`src/rtl/val2_imm_encoder_pkg.sv`:
```
// Shared definitions for the ARM Val2 immediate encoder: FSM encoding and
// the bit positions of the {rotate_imm, immed_8} / 12-bit offset field.
package val2_imm_encoder_pkg;

  typedef enum logic [1:0] {
    StIdle   = 2'd0,
    StSearch = 2'd1,
    StDone   = 2'd2
  } state_e;

  localparam int unsigned ROT_STEPS = 16;
  localparam logic [3:0]  ROT_LAST  = 4'(ROT_STEPS - 1);

  localparam int unsigned ROT_MSB  = 11;
  localparam int unsigned ROT_LSB  = 8;
  localparam int unsigned IMM8_MSB = 7;
  localparam int unsigned OFFSET_W = 12;

endpackage

```
`src/rtl/val2_imm_encoder_rot_check.sv`:
```
// Tests one rotate_imm candidate: value is encodable at r when ROL(value, 2*r)
// fits in eight bits.
module val2_imm_encoder_rot_check
  import val2_imm_encoder_pkg::*;
(
  input  logic [31:0]       value,
  input  logic [3:0]        r,
  output logic              hit,
  output logic [IMM8_MSB:0] immed_8
);

  logic [4:0]  amt;
  logic [31:0] t;

  always_comb begin
    amt = {r, 1'b0};
    // A right shift by 32 (amt == 0) yields zero, which leaves t == value.
    t   = (value << amt) | (value >> (6'd32 - {1'b0, amt}));
    hit     = (t[31:IMM8_MSB+1] == '0);
    immed_8 = t[IMM8_MSB:0];
  end

endmodule

```
`src/rtl/val2_imm_encoder.sv`:
```
// Iterative ARM data-processing immediate encoder; also checks the 12-bit
// signed offset range for ldr/str. One rotation is tried per cycle.
module val2_imm_encoder
  import val2_imm_encoder_pkg::*;
(
  input  logic                clk,
  input  logic                rst,
  input  logic                start,
  input  logic [31:0]         value,
  input  logic                is_ldr_or_str,
  output logic                busy,
  output logic                done,
  output logic                found,
  output logic [OFFSET_W-1:0] Shift_operand
);

  state_e              state_q, state_d;
  logic [3:0]          r_q, r_d;
  logic [31:0]         value_q, value_d;
  logic                mode_q, mode_d;
  logic                found_q, found_d;
  logic [OFFSET_W-1:0] shift_q, shift_d;

  logic                rot_hit;
  logic [IMM8_MSB:0]   rot_imm;
  logic                ldr_fit;
  logic                accept;

  val2_imm_encoder_rot_check u_rot_check (
    .value   (value_q),
    .r       (r_q),
    .hit     (rot_hit),
    .immed_8 (rot_imm)
  );

  // Upper bits all equal to the offset sign bit means it fits signed 12 bits.
  assign ldr_fit = (value_q[31:OFFSET_W-1] == '0) || (value_q[31:OFFSET_W-1] == '1);
  assign accept  = start && (state_q != StSearch);

  always_comb begin
    state_d = state_q;
    r_d     = r_q;
    value_d = value_q;
    mode_d  = mode_q;
    found_d = found_q;
    shift_d = shift_q;

    unique case (state_q)
      StIdle, StDone: begin
        if (accept) begin
          state_d = StSearch;
          value_d = value;
          mode_d  = is_ldr_or_str;
          r_d     = '0;
          found_d = 1'b0;
          shift_d = '0;
        end else begin
          state_d = StIdle;
        end
      end
      StSearch: begin
        if (mode_q) begin
          found_d = ldr_fit;
          shift_d = ldr_fit ? value_q[OFFSET_W-1:0] : '0;
          state_d = StDone;
        end else if (rot_hit) begin
          found_d                   = 1'b1;
          shift_d[ROT_MSB:ROT_LSB]  = r_q;
          shift_d[IMM8_MSB:0]       = rot_imm;
          state_d                   = StDone;
        end else if (r_q == ROT_LAST) begin
          found_d = 1'b0;
          shift_d = '0;
          state_d = StDone;
        end else begin
          r_d = r_q + 4'd1;
        end
      end
      default: state_d = StIdle;
    endcase
  end

  always_ff @(posedge clk or posedge rst) begin
    if (rst) begin
      state_q <= StIdle;
      r_q     <= '0;
      value_q <= '0;
      mode_q  <= 1'b0;
      found_q <= 1'b0;
      shift_q <= '0;
    end else begin
      state_q <= state_d;
      r_q     <= r_d;
      value_q <= value_d;
      mode_q  <= mode_d;
      found_q <= found_d;
      shift_q <= shift_d;
    end
  end

  assign busy          = (state_q == StSearch);
  assign done          = (state_q == StDone);
  assign found         = found_q;
  assign Shift_operand = shift_q;

endmodule

```
`config.mk`:
```
export PLATFORM = sky130hd
export DESIGN_NAME = val2_imm_encoder
export DESIGN_NICKNAME = d
export VERILOG_FILES = /design/src/rtl/val2_imm_encoder_pkg.sv /design/src/rtl/val2_imm_encoder_rot_check.sv /design/src/rtl/val2_imm_encoder.sv
export SDC_FILE = /design/constraint.sdc
export NUM_CORES = 1
export LEC_CHECK = 0
export ABC_AREA = 1
export CORE_UTILIZATION = 38
export CTS_CLUSTER_DIAMETER = 200
export DETAILED_ROUTE_END_ITERATION = 8
export SLEW_MARGIN = 20
export SYNTH_ARGS = -nofsm -noshare
export SYNTH_HDL_FRONTEND = slang
export SYNTH_SLANG_ARGS = --single-unit
export TNS_END_PERCENT = 100
```
`constraint.sdc`:
```
create_clock -name clk -period 5 [get_ports clk]
set_clock_uncertainty 0.05 [all_clocks]
set_input_delay 1 -clock clk [delete_from_list [all_inputs] [get_ports clk]]
set_output_delay 1 -clock clk [all_outputs]
set_load 0.02 [all_outputs]
```
; ---- Word-level counts from Yosys, hierarchy flattened
; Cells that the tools add are included.
[op_classes]
mux = 21
n_eq_ne = 10
reduce_logical = 10
bitwise = 1
addsub = 2
n_shift = 2
[op_table]
columns = operator, n
row1 = $mux 12, 5
row2 = $or 32x32->32, 1
row3 = $shl 32x5->32, 1
row4 = $shr 32x6->32, 1
row5 = $logic_not 24->1, 1
row6 = $pmux 12 s2, 1
row7 = $eq 21x21->1 const B, 1
row8 = $logic_not 21->1, 1
row9 = $mux 4, 4
row10 = $ne 2x2->1 const B, 4
row11 = $pmux 4 s2, 1
row12 = $mux 2, 3
row13 = $sub 6x5->6 const A, 1
row14 = $mux 1, 5
row15 = $reduce_and 5->1, 1
row16 = $add 4x1->4 const B, 1
row17 = $eq 4x4->1 const B, 1
row18 = $ne 4x1->1 const B, 1
row19 = $pmux 2 s2, 1
row20 = $reduce_and 3->1, 1
row21 = $eq 2x1->1 const B, 1
row22 = $eq 2x2->1 const B, 1
row23 = $logic_not 2->1, 1
row24 = $ne 2x1->1 const B, 1
row25 = other kinds (6), 6
[word_totals]
reg_bits = 52
output_inout_bits = 15
wordCells = 52
input_bits = 36

; ---- Depth between registers and ports, before layout
; Gate-level depths: netlist (run 1).
[depth]
depth_word = 7
ltp_mapped = 22

; ---- By module
; Synthesis (run 1) repeated with hierarchy kept, for this count alone.
[unflattened]
cells_unflattened = 725
hier_area_um2 = 4488.1
[modules_own_cells]
columns = mod, cells_per_inst, seq_area_each_um2, instances, area_each_um2
row1 = val2_imm_encoder, 293, 1301.2, 1, 2408.6
row2 = val2_imm_encoder_rot_check, 432, 0.0, 1, 2079.5

; ---- Least setup slack after synthesis (run 1)
; No wires, ideal clock.
[synth_timing]
path_type = register -> register
from = register r_q[1]
to = register shift_q[0] (netlist: Shift_operand[0])
setup_ps = 117
path_buffers = 5
path_stages_with_launch = 20
arrival_ps = 2821
required_ps = 4833
setup_slack_ps = 2012
synth_period_minus_slack_ps = 2988
path_cell_list = dfrtp_1 -> buf_4 -> inv_1 -> clkbuf_1 -> ha_1 -> inv_1 -> buf_2 -> clkbuf_1 -> nand2_1 -> nand2_1 -> nand3_1 -> nand3_1 -> o21ai_0 -> o21ai_1 -> nand3_2 -> nand3_4 -> nand2_2 -> buf_6 -> nand2_1 -> nand2_1
[synth_between]
elab_chain_len = 7
word_cells_on_any_way = 11
cone_classes = 1 x add/sub / 2 x eq/ne / 2 x shift / 3 x mux / 1 x bitwise / 2 x reduce/logical
[synth_rtl]
columns = element, line
row1 = from (decl), val2_imm_encoder.sv:18  ; logic [3:0] r_q, r_d;
row2 = from (signal assigned), val2_imm_encoder.sv:93  ; r_q <= r_d;
row3 = $sub 6x5->6, val2_imm_encoder_rot_check.sv:18  ; t = (value << amt) | (value >> (6'd32 - {1'b0, amt}));
row4 = $shr 32x6->32, val2_imm_encoder_rot_check.sv:18
row5 = $or 32x32->32, val2_imm_encoder_rot_check.sv:18
row6 = $logic_not 24->1, val2_imm_encoder_rot_check.sv:19  ; hit = (t[31:IMM8_MSB+1] == '0);
row7 = $mux 12, val2_imm_encoder.sv:66  ; end else if (rot_hit) begin
row8 = $mux 12, val2_imm_encoder.sv:62  ; if (mode_q) begin
row9 = $pmux 12 s2, val2_imm_encoder.sv:48  ; unique case (state_q)
row10 = to (signal assigned), val2_imm_encoder.sv:97  ; shift_q <= shift_d;
row11 = to (decl), val2_imm_encoder.sv:22  ; logic [OFFSET_W-1:0] shift_q, shift_d;
; Several ways; a longest one is shown, not always the timed one.
; A chain may end at the register's enable or synchronous reset.

; ---- Worst setup path after layout (run 1)
[layout_timing]
from = register r_q[0]
to = register shift_q[5] (netlist: Shift_operand[5])
; Same word-level chain as after synthesis.

==> results of run 1 <==
layer usage:
metal,GRT usage,part of all wire,vias to the layer above
li1,-,-,2293
met1,0.3618,0.49,2184
met2,0.3516,0.43,172
met3,0.02845,0.056,19
met4,0.07926,0.022,0
met5,0,0,-
placed cells by master (no fill, tap or decap), drive strengths merged, types with 5 or more instances in the layout:
cell,instances
nor4,5
clkdlybuf4s50,50
nand2,265
clkbuf,6
buf,5
o311ai,6
nor2,71
mux2,20
nand4,24
inv,32
and2,6
nand3,106
a21oi,25
dfrtp,52
o21ai,14
where the power goes:
group	switching (W)	internal, W
clock	0.000145	0.000111
sequential	0.000213	0.000590
combinational	0.00162	0.000801
total	0.00198	0.00150
worst max-delay path, cell delays in order, from the launching register on:
cell and delay, ns:
dfrtp_1 0.40, inv_2 0.45, ha_1 0.35, inv_1 0.67
nand3_1 0.15, nand2_1 0.16, nand2_1 0.08, nor2_1 0.09
nor2_1 0.04, nand2_1 0.07, inv_1 0.03, nor2_1 0.13
nand2_1 0.08, nor2_2 0.09, nand3_2 0.20, nand3_4 0.17
nand2_2 0.18, nand2_1 0.11, nand2_1 0.06
area by class of cell:
type	instances	area, sq um
Fill cell	1175	5976
Multi-Input combinational cell	555	2634
Sequential cell	52	1301
Timing Repair Buffer	55	538.0
Tap cell	140	175.2
Inverter	33	125.1
Clock buffer	6	82.58
Clock inverter	1	8.758
sequential cells by signal (all words and copies together) (netlist names):
register	count
r_q	4
state_q	2
Shift_operand	12
mode_q	1
value_q	32
found	1
through the flow:
stage               instance area [sq um]    util
global placement                     4772  0.4402
floorplan                            4220       -
finish                               4865  0.4488
detailed placement                   4772  0.4402
CTS                                  4863  0.4486
global route                         4865  0.4488
how the worst min path moves through the flow:
stage,end,slack (ns),startpoint,depth (start not counted)
floorplan,value_q[10]$_DFFE_PP0P_,0.47,value_q[10]$_DFFE_PP0P_,1
global placement,Shift_operand[2]$_DFFE_PP0P_,0.41,Shift_operand[2]$_DFFE_PP0P_,2
detailed placement,Shift_operand[3]$_DFFE_PP0P_,0.41,Shift_operand[3]$_DFFE_PP0P_,2
CTS,Shift_operand[7]$_DFFE_PP0P_,0.44,Shift_operand[7]$_DFFE_PP0P_,2
global route,Shift_operand[2]$_DFFE_PP0P_,0.45,Shift_operand[2]$_DFFE_PP0P_,2
finish,Shift_operand[10]$_DFFE_PP0P_,0.43,Shift_operand[10]$_DFFE_PP0P_,2
logic make-up (layout without fill, tap and decap cells):
group,after synthesis,after routing,synth area share
fa+ha+maj,2,2,0.005928
simple gates,480,480,0.4880
flops,52,52,0.3083
mux,20,20,0.05337
buf+inv,67,95,0.06819
compound gates,50,50,0.06819
xor+xnor,3,3,0.008007
==> results.sh, run 1 <==
export IMPL_grt_pass1_wl_um=21570
export IMPL_vdd_ir_drop_worst_v=0.0002776
export IMPL_gp_congestion=0.9252
export IMPL_synthCells=674
export IMPL_ff2ff_path_depth=18
export IMPL_fin_cells=842
export IMPL_r2r_start="r_q[0]$_DFFE_PP0P_"
export IMPL_crit_path_end="Shift_operand[5]$_DFFE_PP0P_"
export IMPL_cts_path_max_buffers=2
export IMPL_ys_ff_latch=52
export IMPL_initial_core_util=0.3893
export IMPL_power_density_mw_per_mm2=716.1
export IMPL_hp_class="reg -> reg"
export IMPL_grt_max_degree=53
export IMPL_drt_initial_drc_count=446
export IMPL_synth_area_per_cell_sq_um=6.262
export IMPL_timing_rr_end="Shift_operand[5]$_DFFE_PP0P_"
export IMPL_die_h_um=107.4
export IMPL_route_detailed_drc=1
export IMPL_r2r_slack_ns=1.31
export IMPL_cts_hold_buffers=0
export IMPL_dieArea_sq_mm=0.01153
export IMPL_cts_setup_buffers=0
export IMPL_crit_type="reg -> reg"
export IMPL_ctsResizeCount=0
export IMPL_critPathArrivalTime_ns=3.86
export IMPL_yosys_top_cells_area="dfrtp_1 31%, nand2_1 23%, nand3_1 12%"
export IMPL_finalWirelength_um=13410
export IMPL_crit_start="r_q[0]$_DFFE_PP0P_"
export IMPL_ys_seq_area_frac=0.3083
export IMPL_clk_latency_ns=0.31
export IMPL_finalSetupTns_ns=0
export IMPL_first_global_vias=4226
export IMPL_hold_violations=0
export IMPL_synthesis_area_sq_mm=0.004220
export IMPL_antenna_left=0
export IMPL_slew_headroom=0.3436
export IMPL_holdWs_ns=0.4314
export IMPL_synthTopCellsByCount="263 x nand2_1, 104 x nand3_1, 68 x nor2_1, 52 x dfrtp_1, 30 x inv_1"
export IMPL_avgRoutedWirePerCell_um=15.92
export IMPL_async_reset_ff_frac=1.000
export IMPL_synth_top_area_frac=0.3083
export IMPL_synth_edf_count=0
export IMPL_worstPathRequired_ns=5.17
export IMPL_drive_above_1_share=0.06410
export IMPL_ios=51
export IMPL_overflow=0
export IMPL_pre_cts_slack_ns=1.360
export IMPL_core_sq_mm=0.01084
export IMPL_total_power_w=0.003484
export IMPL_cp_end_kind="flip-flop"
export IMPL_grt_antenna_before_repair=0
export IMPL_fmax_ghz=0.2707
export IMPL_setup_ws_ns=1.305
export IMPL_yosysMostFrequentCell="nand2_1"
export IMPL_drt_first_pass_iters=7
export IMPL_vias=4668
export IMPL_dp_cells=835
export IMPL_cts_sinks=52
export IMPL_cts_buffers=5
export IMPL_drv_cap=0
export IMPL_worstMarginPinSlew_ns=0.9811
export IMPL_violations="DRC"
export IMPL_rsz0062_at_grt="false"
export IMPL_die_width_um=107.4
export IMPL_period_share=0.7389
export IMPL_antenna_cells=0
export IMPL_area_growth_pct=15.27
export IMPL_startpoint_type="flip-flop"
export IMPL_path_max_fanout=37
export IMPL_cts_max_level=2
export IMPL_setup_viol=0
export IMPL_netlist_top_cell_by_area="dfrtp_1"
export IMPL_cts_root_buf="clkbuf_8"
export IMPL_cellLeakagePower_nw=2.418
export IMPL_syn_num_nets=712
export IMPL_drv_slew=0
export IMPL_clk_pin_slew_ns=0.10
export IMPL_port_buffers=50
export IMPL_ys_flop_type="dfrtp_1"
export IMPL_status="finished with violations"
export IMPL_synth_warning_count=0
export IMPL_cts_tree="done"
export IMPL_vias_per_cell=5.544
export IMPL_fin_crit_ns=3.695
export IMPL_final_net_count=740
export IMPL_hpwl_um=10180
export IMPL_rows=38
export IMPL_yosysUniqueCellTypes=32
export IMPL_track_usage=0.2400
Note: power is estimated with default switching activity, not from simulation.
==> run 2, diff against run 1 <==
- clock period: 5 -> 3.1 ns (I/O delays scaled with it)
==> results.sh, run 2 (same netlist as run 1, synthesis figures left out) <==
export IMPL_status="finished clean"
export IMPL_cts_setup_buffers=0
export IMPL_slowest_stage="dfrtp_1"
export IMPL_worstPathRequired_ns=3.26
export IMPL_track_usage=0.2378
export IMPL_grt_pass1_wl_um=21680
export IMPL_cts_root_buf="clkbuf_8"
export IMPL_layout_common_cells="262 x nand2_1, 104 x nand3_1, 68 x nor2_1, 52 x dfrtp_1, 50 x clkdlybuf4s50_1"
export IMPL_clk_latency_ns=0.31
export IMPL_cts_buffers=5
export IMPL_final_net_count=749
export IMPL_overflow=0
export IMPL_fill_cells=1170
export IMPL_rows=38
export IMPL_hpwl_um=10180
export IMPL_cts_tree="done"
export IMPL_cellLeakagePower_nw=2.471
export IMPL_setup_viol=0
export IMPL_cp_end_kind="flip-flop"
export IMPL_largest_reg_flops=32
export IMPL_hp_class="reg -> reg"
export IMPL_crit_type="reg -> reg"
export IMPL_cp_common_cell="nand2_1"
export IMPL_postLayoutCellArea_sq_mm=0.004955
export IMPL_die_width_um=107.4
export IMPL_fmax_ghz=0.3570
export IMPL_total_power_w=0.005700
export IMPL_vias=4728
export IMPL_area_growth_pct=17.40
export IMPL_vdd_ir_drop_worst_v=0.0003902
export IMPL_finish_utilization=0.4571
export IMPL_dieArea_sq_mm=0.01153
export IMPL_placed_area_sq_mm=0.004852
export IMPL_period_share=0.9037
export IMPL_vias_per_cell=5.562
export IMPL_path_cells="nor2_2 > nand2_1 > nand2_1 > nand2_1 > nor2_1 > nor2_1 > nand2_1 > inv_1 > nor2_1 > nand2_1 > nor2_2 > nand3_2 > nand3_4 > nand2_2 > nand2_1 > nand2_1"
export IMPL_power_density_mw_per_mm2=1150
export IMPL_clk_pin_slew_ns=0.09
export IMPL_antenna_left=0
export IMPL_startpoint_type="flip-flop"
export IMPL_rsz0062_at_grt="false"
export IMPL_core_sq_mm=0.01084
export IMPL_hold_violations=0
export IMPL_drive_above_1_share=0.07465
export IMPL_path_max_fanout=13
export IMPL_drt_initial_drc_count=475
export IMPL_cts_sinks=52
export IMPL_first_global_vias=4367
export IMPL_fin_crit_ns=2.801
export IMPL_slew_headroom=0.5160
export IMPL_cts_path_max_buffers=2
export IMPL_r2r_slack_ns=0.30
export IMPL_worstMarginPinSlew_ns=0.7234
export IMPL_route_detailed_drc=0
export IMPL_critPathArrivalTime_ns=2.97
export IMPL_drt_first_pass_iters=7
export IMPL_worst_path_largest_cell_delay_ns=0.53
export IMPL_cts_max_level=2
export IMPL_grt_antenna_before_repair=0
export IMPL_top_register="value_q"
export IMPL_antenna_cells=0
export IMPL_final_common_cell="nand2_1"
export IMPL_drv_cap=0
export IMPL_finalWirelength_um=13050
export IMPL_ios=51
export IMPL_initial_core_util=0.3893
export IMPL_grt_max_degree=39
export IMPL_drv_slew=0
export IMPL_gp_congestion=0.9351
export IMPL_avgRoutedWirePerCell_um=15.35
export IMPL_finalSetupTns_ns=0
export IMPL_port_buffers=50
export IMPL_die_h_um=107.4
run 2: stage by stage:
step	worst slack [ns]	hold WS [ns]	std cells
final	0.2985	0.4276	850
after global routing	0.05188	0.4487	850
after CTS	0.2971	0.4304	850
after detailed placement	0.3204	0.4080	844
after global placement	0.3411	0.4069	844
after floorplan	0.1120	0.4749	674
run 2: final cells by class:
cell class              count  area, sq um  area share
clock buffers               5        68.82     0.01389
flip-flops and latches     52         1301      0.2626
repair buffers             64        621.8      0.1255
well taps                 140        175.2     0.03535
multi-input cells         555         2634      0.5316
inverters                  33        123.9     0.02500
clock inverters             1        30.03    0.006061
run 2: critical path, delay by kind of cell (launching register included):
kind	cells	cell delay (ns)
and+or+nand+nor	15	2.07
DFF	1	0.53
buffers and inverters	1	0.04
run 2: path summary, 6_finish.rpt:
kind	startpoint	endpoint	depth (start not counted)
max in group asynchronous	rst	value_q[15]$_DFFE_PP0P_	3
max	r_q[2]$_DFFE_PP0P_	Shift_operand[3]$_DFFE_PP0P_	16
min in group asynchronous	rst	state_q[1]$_DFFE_PP0P_	2
max reg2reg	r_q[2]$_DFFE_PP0P_	Shift_operand[3]$_DFFE_PP0P_	16
min	Shift_operand[10]$_DFFE_PP0P_	Shift_operand[10]$_DFFE_PP0P_	2
min reg2reg	Shift_operand[10]$_DFFE_PP0P_	Shift_operand[10]$_DFFE_PP0P_	2
run 2: where the power goes:
part           internal, W  switching, W  leakage (nW)
combinational      0.00135       0.00260          1.79
clock             0.000232      0.000223        0.0501
sequential        0.000952      0.000339         0.633
total              0.00254       0.00316          2.47
run 2: routing by layer:
metal	wire length (um)	global-route usage
met1	6106	0.3484
met4	199	0.05871
met3	920	0.03692
met5	0	0
met2	5819	0.3631
run 2: repair_timing:
action | in CTS | in global routing
gates resized for setup | 0 | 2
endpoints found under the setup margin | 0 | 13
endpoints found under the hold margin | 0 | 0
hold buffers | 0 | 0
==> run 3, diff against run 2 <==
- CELL_PAD_IN_SITES_DETAIL_PLACEMENT: not set -> 0
- CELL_PAD_IN_SITES_GLOBAL_PLACEMENT: not set -> 1
- CORE_UTILIZATION: 38 -> 36
- PLACE_DENSITY_LB_ADDON: not set -> 0.1
- SETUP_SLACK_MARGIN: not set -> 0.15
==> results.sh, run 3 (same netlist as run 1, synthesis figures left out) <==
export IMPL_initial_core_util=0.3696
export IMPL_core_sq_mm=0.01142
export IMPL_first_global_vias=4356
export IMPL_avgRoutedWirePerCell_um=16.75
export IMPL_cp_common_cell="nand2_1"
export IMPL_seq_power_share=0.217
export IMPL_slew_headroom=0.5384
export IMPL_power_density_mw_per_mm2=1177
export IMPL_cts_max_level=2
export IMPL_cp_end_kind="flip-flop"
export IMPL_critPathArrivalTime_ns=2.91
export IMPL_drv_cap=0
export IMPL_finalSetupTns_ns=0
export IMPL_critical_path_top_delay_family="simple AND/OR/NAND/NOR gates"
export IMPL_vias_per_cell=5.455
export IMPL_fmax_ghz=0.3667
export IMPL_fin_crit_ns=2.727
export IMPL_drt_first_pass_iters=5
export IMPL_p_int_w=0.002662
export IMPL_top_register="value_q"
export IMPL_antenna_cells=0
export IMPL_cts_buffers=5
export IMPL_finish_utilization=0.4420
export IMPL_layout_common_cells="262 x nand2_1, 104 x nand3_1, 67 x nor2_1, 52 x dfrtp_1, 50 x clkdlybuf4s50_1"
export IMPL_cellLeakagePower_nw=2.508
export IMPL_status="finished clean"
export IMPL_port_buffers=50
export IMPL_grt_antenna_before_repair=0
export IMPL_setup_viol=0
export IMPL_track_usage=0.2489
export IMPL_hold_path_cell_count=2
export IMPL_area_growth_pct=19.60
export IMPL_overflow=0
export IMPL_largest_reg_flops=32
export IMPL_path_max_fanout=13
export IMPL_worstPathRequired_ns=3.28
export IMPL_cts_tree="done"
export IMPL_crit_type="reg -> reg"
export IMPL_die_width_um=110.3
export IMPL_grt_pass1_wl_um=22690
export IMPL_ctsResizeCount=0
export IMPL_cts_root_buf="clkbuf_16"
export IMPL_clockPowerShare=0.096
export IMPL_cp_depth=16
export IMPL_fin_cells=855
export IMPL_ff2ff_path_depth=16
export IMPL_combPwrFrac=0.686
export IMPL_vias=4664
export IMPL_switchingPower_w=0.003277
export IMPL_ios=51
export IMPL_final_net_count=750
export IMPL_cts_sinks=52
export IMPL_worst_path_largest_cell_delay_ns=0.73
export IMPL_worstMarginPinSlew_ns=0.6866
export IMPL_clk_latency_ns=0.30
export IMPL_final_common_cell="nand2_1"
export IMPL_gp_congestion=0.9163
export IMPL_p_sw_frac=0.5518
export IMPL_hpwl_um=11300
export IMPL_cts_path_max_buffers=2
export IMPL_vdd_ir_drop_worst_v=0.0004138
export IMPL_path_cells="inv_2 > nand2_1 > nand2_1 > nand2_1 > nand2_1 > nor2_1 > nor2_1 > nand2_1 > inv_1 > nor2_1 > nand2_1 > nor2_2 > nand3_4 > nand2_2 > nand4_1 > nand2_1"
export IMPL_crit_buf_inv=2
export IMPL_cts_setup_buffers=0
export IMPL_drv_slew=0
export IMPL_rsz0062_at_grt="false"
export IMPL_hp_class="reg -> reg"
export IMPL_drive_above_1_share=0.08006
export IMPL_cts_hold_buffers=0
export IMPL_die_h_um=110.3
export IMPL_hold_violations=0
export IMPL_clk_pin_slew_ns=0.07
export IMPL_rows=39
export IMPL_dieArea_sq_mm=0.01216
export IMPL_drt_initial_drc_count=340
export IMPL_startpoint_type="flip-flop"
export IMPL_finalWirelength_um=14320
export IMPL_period_share=0.8797
export IMPL_antenna_left=0
export IMPL_grt_max_degree=39
export IMPL_route_detailed_drc=0
export IMPL_dp_cells=848
export IMPL_slowest_stage="dfrtp_1"
run 3: power by group through the flow:
stage / logic [W] / registers [W] / clock network (W)
global route: 0.00460 / 0.00133 / 0.000613
finish: 0.00408 / 0.00129 / 0.000572
detailed placement: 0.00401 / 0.00129 / 0
CTS: 0.00403 / 0.00128 / 0.000586
global placement: 0.00405 / 0.00128 / 0
floorplan: 0.00285 / 0.00125 / 0
run 3: worst paths after layout:
path                                                    from                            end  slack (ns)
worst max-delay path                      r_q[2]$_DFFE_PP0P_   Shift_operand[0]$_DFFE_PP0P_        0.37
worst min-delay path            Shift_operand[1]$_DFFE_PP0P_   Shift_operand[1]$_DFFE_PP0P_        0.42
worst max register to register            r_q[2]$_DFFE_PP0P_   Shift_operand[0]$_DFFE_PP0P_        0.37
worst min register to register  Shift_operand[1]$_DFFE_PP0P_   Shift_operand[1]$_DFFE_PP0P_        0.42
max in group asynchronous                                rst        value_q[20]$_DFFE_PP0P_        1.81
min in group asynchronous                                rst  Shift_operand[10]$_DFFE_PP0P_        0.64
run 3: metal layers:
metal  up-vias  part of all wire  GRT usage
met5         -                 0          0
met1      2196              0.49     0.3709
met3         6             0.053    0.03469
li1       2315                 -          -
met2       147              0.45     0.3807
met4         0            0.0078    0.05075
run 3: layout make-up:
type,instances,area [sq um]
fill,1272,6371
multi-input combinational,555,2654
sequential,52,1301
timing repair buffer,65,641.9
tap,143,178.9
clock buffer,6,138.9
inverter,33,123.9
clock inverter,1,8.758
run 3: stage by stage:
stage / hold WS (ns) / instance area [sq um] / total power, W / setup slack [ns]
6_report: 0.4240 / 5047 / 0.005938 / 0.3728
5_1_grt: 0.4424 / 5047 / 0.006544 / 0.1696
4_1_cts: 0.4304 / 5024 / 0.005895 / 0.2358
3_5_place_dp: 0.4129 / 4876 / 0.005303 / 0.2524
3_3_place_gp: 0.4067 / 4876 / 0.005330 / 0.2719
2_1_floorplan: 0.4749 / 4222 / 0.004104 / 0.2303
run 3: tightest hold or removal path, delay by kind of cell, from the launching register on:
kind,cells,cell delay (ns)
and+or+nand+nor,2,0.10
DFF,1,0.35
